===== src/rtl/bug_0_seq_eval.sv =====
// bug_0_seq_eval
// Sequential evaluator for the bug_0 regression network (pi0..pi5 -> po0..po4).
// A single shared 2-input AND/OR unit walks a fixed node schedule, one node per
// clock, between a start request and a one-cycle done pulse.
//
// Parameters:
//   SKIP_DEAD  1: drop the sinkless node n4 from the schedule (8 steps)
//              0: evaluate n4 into a scratch bit that is never read (9 steps)
// Ports:
//   clk    rising-edge clock
//   rst_n  asynchronous active-low reset
//   start  evaluation request, sampled only while idle
//   pi     primary inputs, captured on the accepting edge
//   busy   evaluation in progress
//   done   one-cycle pulse; po updated in the same cycle
//   po     registered results, held between evaluations
module bug_0_seq_eval #(
    parameter bit SKIP_DEAD = 1'b1
) (
    input  logic       clk,
    input  logic       rst_n,
    input  logic       start,
    input  logic [5:0] pi,
    output logic       busy,
    output logic       done,
    output logic [4:0] po
);

    // Operand file layout: captured pi, internal nodes, n4 scratch, po working copies.
    localparam logic [3:0] SelPi0 = 4'd0;
    localparam logic [3:0] SelPi1 = 4'd1;
    localparam logic [3:0] SelPi2 = 4'd2;
    localparam logic [3:0] SelPi3 = 4'd3;
    localparam logic [3:0] SelPi4 = 4'd4;
    localparam logic [3:0] SelPi5 = 4'd5;
    localparam logic [3:0] SelN1  = 4'd6;
    localparam logic [3:0] SelN2  = 4'd7;
    localparam logic [3:0] SelN3  = 4'd8;
    localparam logic [3:0] SelN4  = 4'd9;
    localparam logic [3:0] SelPo0 = 4'd10;
    localparam logic [3:0] SelPo1 = 4'd11;
    localparam logic [3:0] SelPo2 = 4'd12;
    localparam logic [3:0] SelPo3 = 4'd13;
    localparam logic [3:0] SelPo4 = 4'd14;

    localparam logic OpAnd = 1'b0;
    localparam logic OpOr  = 1'b1;

    localparam logic [3:0] LastStep = SKIP_DEAD ? 4'd7 : 4'd8;

    typedef enum logic [1:0] {
        StIdle,
        StEval,
        StDone
    } state_e;

    typedef struct packed {
        logic [3:0] a_sel;
        logic [3:0] b_sel;
        logic       op;
        logic [3:0] dst;
    } rom_entry_t;

    // Full 9-entry schedule; entry 3 (n4) is skipped by index remapping.
    function automatic rom_entry_t rom_lookup(input logic [3:0] idx);
        rom_entry_t e;
        case (idx)
            4'd0:    e = '{SelPi0, SelPi1, OpAnd, SelN1};
            4'd1:    e = '{SelPi2, SelPi3, OpOr,  SelN2};
            4'd2:    e = '{SelPi4, SelPi5, OpOr,  SelN3};
            4'd3:    e = '{SelN1,  SelN2,  OpOr,  SelN4};
            4'd4:    e = '{SelN1,  SelN2,  OpAnd, SelPo0};
            4'd5:    e = '{SelN2,  SelN3,  OpOr,  SelPo1};
            4'd6:    e = '{SelPo1, SelN1,  OpAnd, SelPo2};
            4'd7:    e = '{SelN3,  SelPi2, OpAnd, SelPo3};
            4'd8:    e = '{SelN1,  SelPi2, OpAnd, SelPo4};
            // Unreachable; aim any stray write at the unused scratch bit.
            default: e = '{SelPi0, SelPi0, OpAnd, SelN4};
        endcase
        return e;
    endfunction

    state_e      state_q, state_d;
    logic [3:0]  step_q, step_d;
    logic [14:0] opf_q, opf_d;
    logic [4:0]  po_q, po_d;
    logic        busy_q, busy_d;
    logic        done_q, done_d;

    logic [3:0]  rom_idx;
    rom_entry_t  entry;
    logic        opa, opb, alu_res;

    always_ff @(posedge clk or negedge rst_n) begin
        if (!rst_n) begin
            state_q <= StIdle;
            step_q  <= 4'd0;
            opf_q   <= '0;
            po_q    <= 5'b00000;
            busy_q  <= 1'b0;
            done_q  <= 1'b0;
        end else begin
            state_q <= state_d;
            step_q  <= step_d;
            opf_q   <= opf_d;
            po_q    <= po_d;
            busy_q  <= busy_d;
            done_q  <= done_d;
        end
    end

    always_comb begin
        state_d = state_q;
        step_d  = step_q;
        opf_d   = opf_q;
        po_d    = po_q;
        busy_d  = busy_q;
        done_d  = 1'b0;

        // With n4 dropped, steps 3.. map onto ROM entries 4..
        rom_idx = (SKIP_DEAD && (step_q >= 4'd3)) ? (step_q + 4'd1) : step_q;
        entry   = rom_lookup(rom_idx);
        opa     = opf_q[entry.a_sel];
        opb     = opf_q[entry.b_sel];
        alu_res = (entry.op == OpOr) ? (opa | opb) : (opa & opb);

        unique case (state_q)
            StIdle: begin
                if (start) begin
                    opf_d      = '0;
                    opf_d[5:0] = pi;
                    step_d     = 4'd0;
                    busy_d     = 1'b1;
                    state_d    = StEval;
                end
            end
            StEval: begin
                opf_d[entry.dst] = alu_res;
                if (step_q == LastStep) begin
                    state_d = StDone;
                end else begin
                    step_d = step_q + 4'd1;
                end
            end
            StDone: begin
                // Publish all results at once so po never shows partial values.
                po_d    = opf_q[SelPo4:SelPo0];
                done_d  = 1'b1;
                busy_d  = 1'b0;
                state_d = StIdle;
            end
            default: begin
                state_d = StIdle;
            end
        endcase
    end

    assign busy = busy_q;
    assign done = done_q;
    assign po   = po_q;

endmodule


===== config.mk =====
export PLATFORM = sky130hd
export DESIGN_NAME = bug_0_seq_eval
export DESIGN_NICKNAME = d
export VERILOG_FILES = /design/src/rtl/bug_0_seq_eval.sv
export SDC_FILE = /design/constraint.sdc
export NUM_CORES = 1
export LEC_CHECK = 0
export ABC_AREA = 0
export CAP_MARGIN = 40
export CORE_ASPECT_RATIO = 1.5
export CORE_MARGIN = 8
export CORE_UTILIZATION = 45
export DETAILED_ROUTE_END_ITERATION = 10
export GPL_TIMING_DRIVEN = 0
export PLACE_DENSITY = 0.69
export SLEW_MARGIN = 10
export SYNTH_ARGS = -nofsm -noshare
export SYNTH_HDL_FRONTEND = slang
export SYNTH_SLANG_ARGS = --single-unit

===== constraint.sdc =====
create_clock -name clk -period 4.4 [get_ports clk]
set_input_delay 0.44 -clock clk [delete_from_list [all_inputs] [get_ports clk]]
set_output_delay 0.44 -clock clk [all_outputs]
set_load 0.02 [all_outputs]

==> results.toml <==
[sta]
max_slew_margin_pct = 26.7
tns_ns = 0
fin_crit_ns = 4.29
worst_pin_slew_ns = 1.09
drv_slew = 0
setup_viol = 0
hold_violations = 0
fin_crit_sh_pct = 97.5
finalClockSkew_ns = 0.00868
clock.fmax_mhz = 233

[grt]
antenna_found_initial = 0
grt_first_pass_wirelength_um = 11000
grt-ovfl-total = 0
grt_max_degree = 29
grt_pass1_vias = 2241
grtUsageTotal_pct = 16.3

[floorplanning]
row_count = 33
core_mm2 = 0.00537
io_pins = 16
dieArea_mm2 = 0.00814
die-width_um = 76.4
start_util_pct = 45.9
fp.dieH_um = 107

[place]
dp_hpwl_um = 4960
routabilityCongestion = 0.932
io_buffer_count = 15

[setup_path]
critPathCaptureType = "flip-flop"
start_kind = "flip-flop"
crit_path_start = "step_q[0]"
arrival_ns = 4.47
cpMostUsedCell = "buf_6"
cpPeakStageDelay_ns = 0.45
crit_path_cell_trace = "ha_2, buf_6, buf_6, buf_4, nor3_4, mux2i_4, buf_6, ha_4, inv_1, nor4b_4, a21oi_4, a22oi_2, mux2i_1, nor3b_2, nor4_4, o21ai_4, buf_8, o41ai_4"
cp_slowest_cell = "dfrtp_2"
r2r_start = "step_q[0]"
crit_fanout = 10
criticalPathCategory = "reg2reg"
cp.required_ns = 4.58

[clocking]
cts_sinks = 28
root_buffer = "clkbuf_8"
cts_hold_buf = 0
cts_tree = "yes"
cts_buffer_depth = 2
worstSkewPairLatency_ns = 0.29
cts_inserted_buffers = 3
htree_levels = 1
clkTransAtPathRegs_ns = 0.10

[finish]
multi_input_area_mm2 = 0.00176
antennaDiodeCount = 0
area_growth_pct = 24.0
final_layout_size_suffix_gt1_share_pct = 22.6
fillCellCount = 492
nNetsFinal = 332
seq_area_um2 = 702
postLayoutCoreUtil_pct = 56.9

[synth]
ys.flop_type = "dfrtp_1"
yosys_warnings = 0
synthCells = 282
post-synth-top-area-cell = "dfrtp_1"
syn_avg_cell_area_um2 = 8.73
synth.distinct_cells = 66
synth-seq-cells = 28
async_flop_share_pct = 100
synthesis.area_mm2 = 0.00246
synth.top_cell.area_share_pct = 28.5
syn-num-nets = 299
synth-seq-area-share_pct = 28.5
synthTopCellsByArea = "dfrtp_1 28%, mux2i_1 7.3%, nand2_1 4.9%"
synth_edf_count = 0

[routing]
drt_first_pass_iters = 4
via_count = 2312
routed_via_density = 6.02
wl_per_cell_um = 18.0
ant_nets = 0
wirelength_um = 6910
drc = 0
dr.first_iter.drc_count = 148

[hold_path]
hold_class = "in2async"

[status]
outcome = "finished clean"

[flow_run]
drv_cap = 0
[sequential cells by signal, summed over array words and instances, names as in the netlist]
signal / count
done: 1
opf_q: 15
busy: 1
po: 5
state_q: 2
step_q: 4
[cell families (layout without fill, tap and decap cells)]
kind of cell	after synthesis	after routing	share of synthesized area, %
AND/OR/NAND/NOR	103	103	23.4
AO/OA/AOI/OAI	85	85	26.1
buffers and inverters	29	61	5.95
flip-flops	28	28	28.5
multiplexers	25	25	10.5
adder cells (fa/ha/maj)	8	8	4.07
XOR/XNOR	4	4	1.42
[cell type report]
class	instances	share of cell area (%)
tap	70	2.87
clock buffer	3	1.35
timing repair buffer	28	9.06
inverter	13	1.60
multi-input combinational	225	57.7
clock inverter	1	0.984
buffer	16	3.40
sequential	28	23.0
[worst paths after layout]
| kind | endpoint | slack, ns | depth (start not counted) |
|---|---|---|---|
| min in group clk | po[3] | 0.49 | 2 |
| setup reg to reg | opf_q[13] | 0.11 | 18 |
| setup / recovery | opf_q[13] | 0.11 | 18 |
| hold reg to reg | po[3] | 0.49 | 2 |
| hold / removal | po[3] | 0.17 | 1 |
| max in group asynchronous | step_q[0] | 3.78 | 1 |
[worst max-delay path: cells and delay by family (launching register included)]
kind,cells,cell delay [ns]
AO/OA/AOI/OAI,4,0.87
adder cells (fa/ha/maj),2,0.31
buffers and inverters,6,0.83
flip-flops,1,0.45
multiplexers,2,0.62
AND/OR/NAND/NOR,4,1.09
[synthesized netlist by cell type (all sizes together), types with 5 or more instances]
library cell  instances
mux2i                18
a211oi                6
nor3                  8
nand2b               11
a21oi                 9
o21ai                27
inv                  13
nor2                 15
ha                    8
dfrtp                28
nand2                34
buf                  10
o31ai                 5
mux2                  7
clkbuf                6
o22ai                 5
nand3                 7
o41ai                 7
[metrics by stage]
stage	setup WS [ns]	hold slack (ns)	cell area [um2]	cells
final	0.112	0.167	3050	384
after global routing	-0.0557	0.221	3050	384
after CTS	0.0267	0.183	2810	372
after detailed placement	-0.229	0.469	2690	367
after global placement	-0.157	0.467	2700	367
after floorplan	0.387	0.144	2460	282
[what timing repair did]
item	in CTS	in global routing
setup endpoints to repair	14	14
gates cloned	0	1
gates resized for setup	6	20
pin swaps	0	7
setup buffers	1	11
[routing by layer]
| layer | track usage (%) | share of wire [%] | vias up |
|---|---|---|---|
| li1 | - | - | 1101 |
| met1 | 18.9 | 41 | 1127 |
| met2 | 29.0 | 53 | 66 |
| met3 | 1.09 | 2.8 | 18 |
| met4 | 8.98 | 2.8 | 0 |
| met5 | 0 | 0 | - |
[cells in the final DEF, fill, tap and decap left out, drive strengths merged, types with 8 or more instances in the layout]
cell type | synthesis | final
o21ai | 27 | 27
buf | 10 | 23
ha | 8 | 8
mux2i | 18 | 18
a21oi | 9 | 9
clkdlybuf4s50 | 0 | 14
nor2 | 15 | 15
inv | 13 | 13
dfrtp | 28 | 28
nand2b | 11 | 11
nand2 | 34 | 34
nor3 | 8 | 8
clkbuf | 6 | 10
Power is left out: the tool's default activity adds up to more than one toggle a clock period on the data nets, which glitch-free logic cannot reach.
